### src/rtl/cam_pkg.sv
// cam_pkg: types and constants shared by the CAM command sequencer and its
// request queue.
//   cam_op_t    - request opcode (init, lookup, replace)
//   cam_state_t - sequencer FSM state
//   cam_req_t   - one queued request {op, key, data}
package cam_pkg;

    localparam int unsigned CAM_FIFO_DEPTH = 4;
    localparam int unsigned CAM_KEY_W      = 4;
    localparam int unsigned CAM_ADDR_W     = 3;
    localparam int unsigned CAM_HIT_W      = 8;

    typedef enum logic [1:0] {
        OP_INIT    = 2'd0,
        OP_LOOKUP  = 2'd1,
        OP_REPLACE = 2'd2
    } cam_op_t;

    typedef enum logic [2:0] {
        IDLE  = 3'd0,
        ISSUE = 3'd1,
        WRITE = 3'd2,
        CLEAR = 3'd3,
        RESP  = 3'd4
    } cam_state_t;

    typedef struct packed {
        cam_op_t                op;
        logic [CAM_KEY_W-1:0]   key;
        logic [CAM_KEY_W-1:0]   data;
    } cam_req_t;

endpackage

### src/rtl/cam_req_fifo.sv
// cam_req_fifo: request queue in front of the CAM sequencer.
//   clk, reset_n         - clock, asynchronous active-low reset
//   push, push_data      - write request (ignored when full)
//   full                 - no free entry
//   pop, pop_data        - read request; pop_data shows the head entry
//   empty                - no valid entry
// Pointers carry one extra bit above the index so that full and empty can be
// told apart when the index bits are equal.
module cam_req_fifo
    import cam_pkg::*;
#(
    parameter int unsigned DEPTH = CAM_FIFO_DEPTH
) (
    input  logic     clk,
    input  logic     reset_n,
    input  logic     push,
    input  cam_req_t push_data,
    output logic     full,
    input  logic     pop,
    output cam_req_t pop_data,
    output logic     empty
);

    localparam int unsigned AW = $clog2(DEPTH);

    typedef logic [AW:0] ptr_t;

    localparam ptr_t PTR_ONE = {{AW{1'b0}}, 1'b1};

    ptr_t     wr_ptr_q, wr_ptr_d;
    ptr_t     rd_ptr_q, rd_ptr_d;
    cam_req_t mem_q [DEPTH];
    logic     push_ok;
    logic     pop_ok;

    always_comb begin
        empty    = (wr_ptr_q == rd_ptr_q);
        full     = (wr_ptr_q[AW] != rd_ptr_q[AW]) &&
                   (wr_ptr_q[AW-1:0] == rd_ptr_q[AW-1:0]);
        push_ok  = push && !full;
        pop_ok   = pop && !empty;
        wr_ptr_d = wr_ptr_q;
        rd_ptr_d = rd_ptr_q;
        if (push_ok) begin
            wr_ptr_d = wr_ptr_q + PTR_ONE;
        end
        if (pop_ok) begin
            rd_ptr_d = rd_ptr_q + PTR_ONE;
        end
        pop_data = mem_q[rd_ptr_q[AW-1:0]];
    end

    always_ff @(posedge clk or negedge reset_n) begin
        if (!reset_n) begin
            wr_ptr_q <= '0;
            rd_ptr_q <= '0;
        end else begin
            wr_ptr_q <= wr_ptr_d;
            rd_ptr_q <= rd_ptr_d;
        end
    end

    // Storage needs no reset: entries are only read between push and pop.
    always_ff @(posedge clk) begin
        if (push_ok) begin
            mem_q[wr_ptr_q[AW-1:0]] <= push_data;
        end
    end

endmodule

### src/rtl/cam_cmd_sequencer.sv
// cam_cmd_sequencer: queues init/lookup/replace requests and drives them
// one at a time onto a CAM, returning the captured lookup result.
//   clk, reset_n                 - clock, asynchronous active-low reset
//   req_valid/req_ready          - request handshake (req_op, req_key, req_data)
//   init                         - CAM init strobe (one cycle per OP_INIT)
//   D_Lookup                     - key presented to the CAM
//   setD, newD                   - CAM write strobe and value (OP_REPLACE hit)
//   valid, minAddr, maxAddr      - CAM match result for D_Lookup
//   rsp_valid/rsp_ready          - response handshake (rsp_op, rsp_hit,
//                                  rsp_min, rsp_max)
//   hit_count                    - saturating count of CAM hits seen in ISSUE
module cam_cmd_sequencer
    import cam_pkg::*;
#(
    parameter int unsigned FIFO_DEPTH = CAM_FIFO_DEPTH
) (
    input  logic                  clk,
    input  logic                  reset_n,
    input  logic                  req_valid,
    output logic                  req_ready,
    input  cam_op_t               req_op,
    input  logic [CAM_KEY_W-1:0]  req_key,
    input  logic [CAM_KEY_W-1:0]  req_data,
    output logic                  init,
    output logic [CAM_KEY_W-1:0]  D_Lookup,
    output logic                  setD,
    output logic [CAM_KEY_W-1:0]  newD,
    input  logic                  valid,
    input  logic [CAM_ADDR_W-1:0] minAddr,
    input  logic [CAM_ADDR_W-1:0] maxAddr,
    output logic                  rsp_valid,
    input  logic                  rsp_ready,
    output cam_op_t               rsp_op,
    output logic                  rsp_hit,
    output logic [CAM_ADDR_W-1:0] rsp_min,
    output logic [CAM_ADDR_W-1:0] rsp_max,
    output logic [CAM_HIT_W-1:0]  hit_count
);

    cam_state_t              state_q, state_d;
    cam_op_t                 cmd_op_q, cmd_op_d;
    logic [CAM_KEY_W-1:0]    cmd_data_q, cmd_data_d;
    logic [CAM_KEY_W-1:0]    d_lookup_q, d_lookup_d;
    logic                    rsp_hit_q, rsp_hit_d;
    logic [CAM_ADDR_W-1:0]   rsp_min_q, rsp_min_d;
    logic [CAM_ADDR_W-1:0]   rsp_max_q, rsp_max_d;
    logic [CAM_HIT_W-1:0]    hit_count_q, hit_count_d;

    cam_req_t                fifo_in;
    cam_req_t                fifo_head;
    logic                    fifo_full;
    logic                    fifo_empty;
    logic                    fifo_pop;

    always_comb begin
        fifo_in.op   = req_op;
        fifo_in.key  = req_key;
        fifo_in.data = req_data;
        req_ready    = !fifo_full;
    end

    cam_req_fifo #(
        .DEPTH (FIFO_DEPTH)
    ) u_req_fifo (
        .clk       (clk),
        .reset_n   (reset_n),
        .push      (req_valid),
        .push_data (fifo_in),
        .full      (fifo_full),
        .pop       (fifo_pop),
        .pop_data  (fifo_head),
        .empty     (fifo_empty)
    );

    always_comb begin
        state_d     = state_q;
        cmd_op_d    = cmd_op_q;
        cmd_data_d  = cmd_data_q;
        d_lookup_d  = d_lookup_q;
        rsp_hit_d   = rsp_hit_q;
        rsp_min_d   = rsp_min_q;
        rsp_max_d   = rsp_max_q;
        hit_count_d = hit_count_q;
        fifo_pop    = 1'b0;
        init        = 1'b0;
        setD        = 1'b0;
        newD        = '0;
        rsp_valid   = 1'b0;

        unique case (state_q)
            IDLE: begin
                if (!fifo_empty) begin
                    fifo_pop   = 1'b1;
                    cmd_op_d   = fifo_head.op;
                    cmd_data_d = fifo_head.data;
                    if (fifo_head.op == OP_INIT) begin
                        state_d = CLEAR;
                    end else begin
                        // Key register doubles as D_Lookup; it keeps its
                        // value through INIT and idle periods.
                        d_lookup_d = fifo_head.key;
                        state_d    = ISSUE;
                    end
                end
            end
            ISSUE: begin
                rsp_hit_d = valid;
                rsp_min_d = minAddr;
                rsp_max_d = maxAddr;
                if (valid && (hit_count_q != '1)) begin
                    hit_count_d = hit_count_q + 8'd1;
                end
                if ((cmd_op_q == OP_REPLACE) && valid) begin
                    state_d = WRITE;
                end else begin
                    state_d = RESP;
                end
            end
            WRITE: begin
                setD    = 1'b1;
                newD    = cmd_data_q;
                state_d = RESP;
            end
            CLEAR: begin
                init      = 1'b1;
                rsp_hit_d = 1'b0;
                rsp_min_d = '0;
                rsp_max_d = '0;
                state_d   = RESP;
            end
            RESP: begin
                rsp_valid = 1'b1;
                if (rsp_ready) begin
                    state_d = IDLE;
                end
            end
            default: begin
                state_d = IDLE;
            end
        endcase
    end

    always_ff @(posedge clk or negedge reset_n) begin
        if (!reset_n) begin
            state_q     <= IDLE;
            cmd_op_q    <= OP_INIT;
            cmd_data_q  <= '0;
            d_lookup_q  <= '0;
            rsp_hit_q   <= 1'b0;
            rsp_min_q   <= '0;
            rsp_max_q   <= '0;
            hit_count_q <= '0;
        end else begin
            state_q     <= state_d;
            cmd_op_q    <= cmd_op_d;
            cmd_data_q  <= cmd_data_d;
            d_lookup_q  <= d_lookup_d;
            rsp_hit_q   <= rsp_hit_d;
            rsp_min_q   <= rsp_min_d;
            rsp_max_q   <= rsp_max_d;
            hit_count_q <= hit_count_d;
        end
    end

    always_comb begin
        D_Lookup  = d_lookup_q;
        rsp_op    = cmd_op_q;
        rsp_hit   = rsp_hit_q;
        rsp_min   = rsp_min_q;
        rsp_max   = rsp_max_q;
        hit_count = hit_count_q;
    end

endmodule

### config.mk
export PLATFORM = sky130hd
export DESIGN_NAME = cam_cmd_sequencer
export DESIGN_NICKNAME = d
export VERILOG_FILES = /design/src/rtl/cam_pkg.sv /design/src/rtl/cam_req_fifo.sv /design/src/rtl/cam_cmd_sequencer.sv
export SDC_FILE = /design/constraint.sdc
export NUM_CORES = 1
export LEC_CHECK = 0
export CAP_MARGIN = 30
export CORE_MARGIN = 2
export CORE_UTILIZATION = 35
export CTS_CLUSTER_DIAMETER = 80
export DETAILED_ROUTE_END_ITERATION = 7
export DONT_BUFFER_PORTS = 1
export PLACE_DENSITY = 0.55
export SLEW_MARGIN = 20
export SYNTH_ARGS = -nofsm -noshare
export SYNTH_HDL_FRONTEND = slang
export SYNTH_SLANG_ARGS = --single-unit
### constraint.sdc
create_clock -name clk -period 4.5 [get_ports clk]
set_input_delay 0.225 -clock clk [delete_from_list [all_inputs] [get_ports clk]]
set_output_delay 0.225 -clock clk [all_outputs]
set_load 0.005 [all_outputs]
## Word level (Yosys, flattened, before mapping)

Memory sizes are Yosys's and may differ from the RTL's.
Index checks and enable logic that the tools add are counted.

- Add/subtract/negate cells: 3
- Equality and inequality tests: 11
- Mux-type cells: 16
- Bitwise logic cells: 2
- Reduce and logical (&&, ||, !) cells: 15

Operators by type and width:

| kind | count |
|---|---|
| one-hot mux 3 bit (2 select lines) | 2 |
| one-hot mux 3 bit (4 select lines) | 1 |
| two-way mux 3 bit | 3 |
| adder 8 x 1 -> 8 bit, second input constant | 1 |
| != test 8 bit, second input constant | 1 |
| two-way mux 1 bit | 7 |
| adder 3 x 1 -> 3 bit, second input constant | 2 |
| == test 3 x 2 -> 1 bit, second input constant | 2 |
| AND reduction 2 bit | 3 |
| logical AND 1 bit | 5 |
| two-way mux 4 bit | 1 |
| != test 2 bit, second input constant | 2 |
| == test 3 x 1 -> 1 bit, second input constant | 1 |
| == test 3 bit | 1 |
| == test 3 bit, second input constant | 1 |
| zero test 3 bit | 1 |
| AND reduction 3 bit | 1 |
| == test 2 bit | 1 |
| == test 2 bit, second input constant | 1 |
| zero test 1 bit | 2 |
| zero test 2 bit | 1 |
| two-way mux 2 bit | 1 |
| inverter 1 bit | 2 |
| one-hot mux 1 bit (2 select lines) | 1 |
| other kinds (3) | 3 |

- Register bits: 34
- Memory bits (writable): 40
- Bits of input ports: 21
- Output and inout bits: 29
- Word-level logic and storage cells: 58
- Memories kept: 1

Memories:

| memory | words | bits a word | read ports | clocked after memory_dff | write ports | line | source |
|---|---|---|---|---|---|---|---|
| u_req_fifo.mem_q | 4 | 10 | 1 | 0 | 1 | cam_req_fifo.sv:32 | `cam_req_t mem_q [DEPTH];` |

## Logic depth before layout (Yosys ltp)

- Depth after elaboration: 6
- Mapped depth: 6
- Gate-level depth less buffers: 5

## Modules after synthesis

A second synthesis with hierarchy kept.

- Cells, all modules: 217
- Area, all modules: 3,234.4 um2

Modules (own cells, without submodules):

| module | instances | cells each | area each (um2) | sequential area each (um2) |
|---|---|---|---|---|
| cam_req_fifo | 1 | 103 | 1,934.4 | 1,351.3 |
| cam_cmd_sequencer | 1 | 114 | 1,300.0 | 700.7 |

## Worst setup path after synthesis

No wires, ideal clock.

- Path type: register to register
- From: reg u_req_fifo.rd_ptr_q[0]
- To: mem u_req_fifo.mem_q[3][0] (netlist name), enable pin
- Library setup time: 0.351 ns
- Arrival: 1.363 ns
- Required time: 4.149 ns
- Setup slack: 2.786 ns
- Cell stages (with the launch flop): 5
- Path buffers: 1
- Clock period less this slack: 1.714 ns
- Cells stage by stage: dfrtp_1 buf_6 xnor2_4 a31oi_4 and2_1

- Word-level cells in the longest chain between the ends: 6

RTL lines:

| item | line | source |
|---|---|---|
| start: declaration | cam_req_fifo.sv:31 | `ptr_t rd_ptr_q, rd_ptr_d;` |
| start signal: assignment | cam_req_fifo.sv:59 | `rd_ptr_q <= rd_ptr_d;` |
| == test 2 bit | cam_req_fifo.sv:39 | `(wr_ptr_q[AW-1:0] == rd_ptr_q[AW-1:0]);` |
| logical AND 1 bit | cam_req_fifo.sv:38 | `full = (wr_ptr_q[AW] != rd_ptr_q[AW]) &&` |
| zero test 1 bit | cam_req_fifo.sv:40 | `push_ok = push && !full;` |
| logical AND 1 bit | cam_req_fifo.sv:40 |  |
| two-way mux 1 bit | cam_req_fifo.sv:65 | `if (push_ok) begin` |
| two-way mux 1 bit (implied by the code) | cam_req_fifo.sv:66 | `mem_q[wr_ptr_q[AW-1:0]] <= push_data;` |
| end: declaration | cam_req_fifo.sv:32 |  |

Every way passes these cells.

## Final worst setup path

- From: reg u_req_fifo.rd_ptr_q[0]
- To: mem u_req_fifo.mem_q[3][7] (netlist name), enable pin

Same word-level chain as after synthesis.

==> out/qor.csv <==
metric,value,unit
RSZ-0062 raised after global routing,false,
global route overflow,0,
port buffer count,0,
final setup fails,0,
"EDFF count, synth",40,
r2r startpoint,u_req_fifo.rd_ptr_q[0]$_DFFE_PN0P_,
Wirelength per Cell,16.5,um
yosys synthesis warning count,0,
largest net degree at the start of global routing,35,
"Avg Cell Area, Syn",15.8,sq um
most frequent cells in the layout,"40 x edfxtp_1, 34 x dfrtp_1, 20 x nand2_1",
WP data required,4.48,ns
part of the power in registers,48.0,%
num rows,34,
CP max stage delay,0.83,ns
final worst-path cycle share,49.4,%
worst reg2reg path depth,3,
endpoint of the worst register-to-register path,u_req_fifo.mem_q[3][7]$_DFFE_PP_,
Max Root-Sink Buffers,2,
Avg Vias per Cell,4.88,
Pwr per Cell Area,692,nW/um^2
"Cell Area, Synth",3130,sq um
Die ar.,9710,sq um
VDD IR max,286,uV
share of layout cells above drive strength 1,16.3,%
GP Congestion,0.788,
WHS Endpoint,rsp_max[2]$_DFFE_PN0P_,
die width,98.5,um
syn_nets,225,
Slew @ Worst Pin,0.752,ns
# diodes,0,
P_leak,1.38,nW
vias in the first global route,1623,
htree depth,3,
antenna violations before repair,0,
max-cap check violation count,0,
synth top area cells,"edfxtp_1 38%, dfrtp_1 27%, mux4_1 6.7%",
Tightest Hold Check Type,in -> reg,
worst skew pair latency,0.34,ns
max_slew headroom,49.8,%
FMAX,450,MHz
startpoint types,register,
Worst Path Arrival,2.20,ns
GRT Total Usage,12.1,%
fillcell total,814,
register bit total from synthesis,74,
Setup CP Type,reg -> reg,
Setup crit end kind,register,
TritonRoute pass-1 iters,6,
via count,1605,
core area,8680,sq um
clk slew on worst S/H paths,0.07,ns
Area growth syn-to-layout,13.4,%
busiest grt layer,met2,
Worst Path Max Fanout,13,
share of the synthesized area in the top cell type,38.4,%
final number of hold-violating endpoints,0,
status,finished clean,
sequential share of the synthesized area,65.6,%
hpwl dp,3.69,mm
Resize count post-CTS,0,
first-pass GRT wire length,8.83,mm
Routed Antenna Nets,0,
M2 GR Usage,17.6,%
I/O Pins,50,
flop-to-flop setup slack,2.28,ns
WL final,5.44,mm
Internal,1.61,mW
distinct cell type count after synthesis,35,
CP max-delay cell,dfrtp_1,
Comb pwr share,31.7,%
DIE HEIGHT,98.5,um
Sw Share,34.5,%
clock share of power,20.3,%
post-CTS setup repair buffer count,0,
Hold Path Depth,2,
Clock Tree Root,clkbuf_8,
CTS tree,built,
hold wc startpoint,maxAddr[2],
Num CTS Buffers,9,
drc violations,0,
Layout Nets,243,
DR iter-0 viols,78,
Yosys top cell by area,edfxtp_1,
Clock Sinks,74,
"FFs w/ async S/R, synth",45.9,%
minimum clock period,2.22,ns
commonest register cell after synthesis,edfxtp_1,
Initial Utilization,36.0,%
area of the multi-input gates,1000,sq um
crit-path cells,xnor2_4 > a31oi_4 > and2_1,
NetSw,0.846,mW
"commonest non-fill, non-tap cell in the layout",edfxtp_1,
met1 Resource Use GR,15.8,%
Setup TNS,0,ns
Post-Route Utilization,40.9,%
Cells after Synth,198,
Pins Over Slew Limit,0,
register area,2050,sq um
M3 GR Usage,6.60,%
Worst Skew,0.00938,ns
[metal layers]
layer / part of all wire, % / wire length, um
met5: 0 / 0
met2: 46 / 2480
met3: 9.1 / 493
met4: 0.81 / 44
met1: 44 / 2420
[power by group through the flow]
stage	sequential, mW	combinational [mW]	clock (mW)
after global routing	1.22	0.868	0.543
after CTS	1.19	0.796	0.518
after detailed placement	1.20	0.765	0
after global placement	1.20	0.756	0
final	1.18	0.778	0.499
after floorplan	1.10	0.705	0
[worst max path at each step]
stage	start	endpoint	cells after the start
after floorplan	u_req_fifo.rd_ptr_q[0]$_DFFE_PN0P_	u_req_fifo.mem_q[3][0]$_DFFE_PP_	4
after global placement	u_req_fifo.rd_ptr_q[0]$_DFFE_PN0P_	u_req_fifo.mem_q[3][6]$_DFFE_PP_	3
after detailed placement	u_req_fifo.rd_ptr_q[0]$_DFFE_PN0P_	u_req_fifo.mem_q[3][6]$_DFFE_PP_	3
after CTS	u_req_fifo.rd_ptr_q[0]$_DFFE_PN0P_	u_req_fifo.mem_q[3][9]$_DFFE_PP_	3
after global routing	u_req_fifo.rd_ptr_q[0]$_DFFE_PN0P_	u_req_fifo.mem_q[3][9]$_DFFE_PP_	3
final	u_req_fifo.rd_ptr_q[0]$_DFFE_PN0P_	u_req_fifo.mem_q[3][7]$_DFFE_PP_	3
[area by class of cell]
cell class	count	area share (%)
inverter	8	0.847
tap	108	3.81
multi-input combinational	111	28.3
clock inverter	6	1.87
timing repair buffer	12	3.67
clock buffer	10	3.60
sequential	74	57.9
[sequential cells by signal, summed over array words and instances, names as in the netlist]
name	flops
hit_count	8
u_req_fifo.rd_ptr_q	3
rsp_hit	1
cmd_data_q	4
u_req_fifo.wr_ptr_q	3
rsp_op	2
state_q	3
u_req_fifo.mem_q	40
rsp_min	3
rsp_max	3
D_Lookup	4
[synthesized netlist by cell type, types with 2 or more instances]
cell type / number
mux2_2: 12
and2_1: 8
nand3_1: 4
xnor2_1: 3
dfrtp_1: 34
nand2_1: 20
xor2_1: 7
nor2_1: 5
mux4_2: 2
nor3_1: 5
a21oi_1: 5
nand4_1: 3
o21ai_0: 7
a31oi_4: 2
buf_4: 2
edfxtp_1: 40
ha_1: 6
buf_6: 2
mux4_1: 8
inv_1: 8
[repair_timing]
item | 4_1_cts | 5_1_grt
hold buffers | 12 | 0
endpoints found under the hold margin | 74 | 0
setup endpoints to repair | 0 | 0
[critical path: cells and delay by family, from the launching register on]
family / cells / cell delay (ns)
xor+xnor: 1 / 0.18
simple gates: 1 / 0.54
compound gates: 1 / 0.29
flops: 1 / 0.83
[stage by stage]
| step | cells | power (mW) | cell area (sq um) | setup slack [ns] | hold WS (ns) |
|---|---|---|---|---|---|
| after floorplan | 198 | 1.81 | 3130 | 2.79 | -0.0706 |
| after detailed placement | 301 | 1.97 | 3220 | 2.23 | -0.0699 |
| after CTS | 329 | 2.50 | 3550 | 2.23 | 0.00735 |
| after global routing | 329 | 2.63 | 3550 | 2.11 | 0.0190 |
| final | 329 | 2.45 | 3550 | 2.28 | 0.0254 |
| after global placement | 301 | 1.95 | 3220 | 2.27 | -0.0698 |
[logic make-up (layout without fill, tap and decap cells)]
kind of cell / after synthesis / after routing / share of synthesized area (%)
DFF: 74 / 74 / 65.6
muxes: 22 / 22 / 12.5
xor gates and xnor gates: 12 / 12 / 4.20
adders and majority gates: 6 / 6 / 2.40
and+or+nand+nor: 53 / 53 / 8.72
AOI/OAI and AO/OA: 18 / 18 / 4.32
buffers and inverters: 13 / 36 / 2.28
Note: power is estimated with default switching activity, not from simulation.
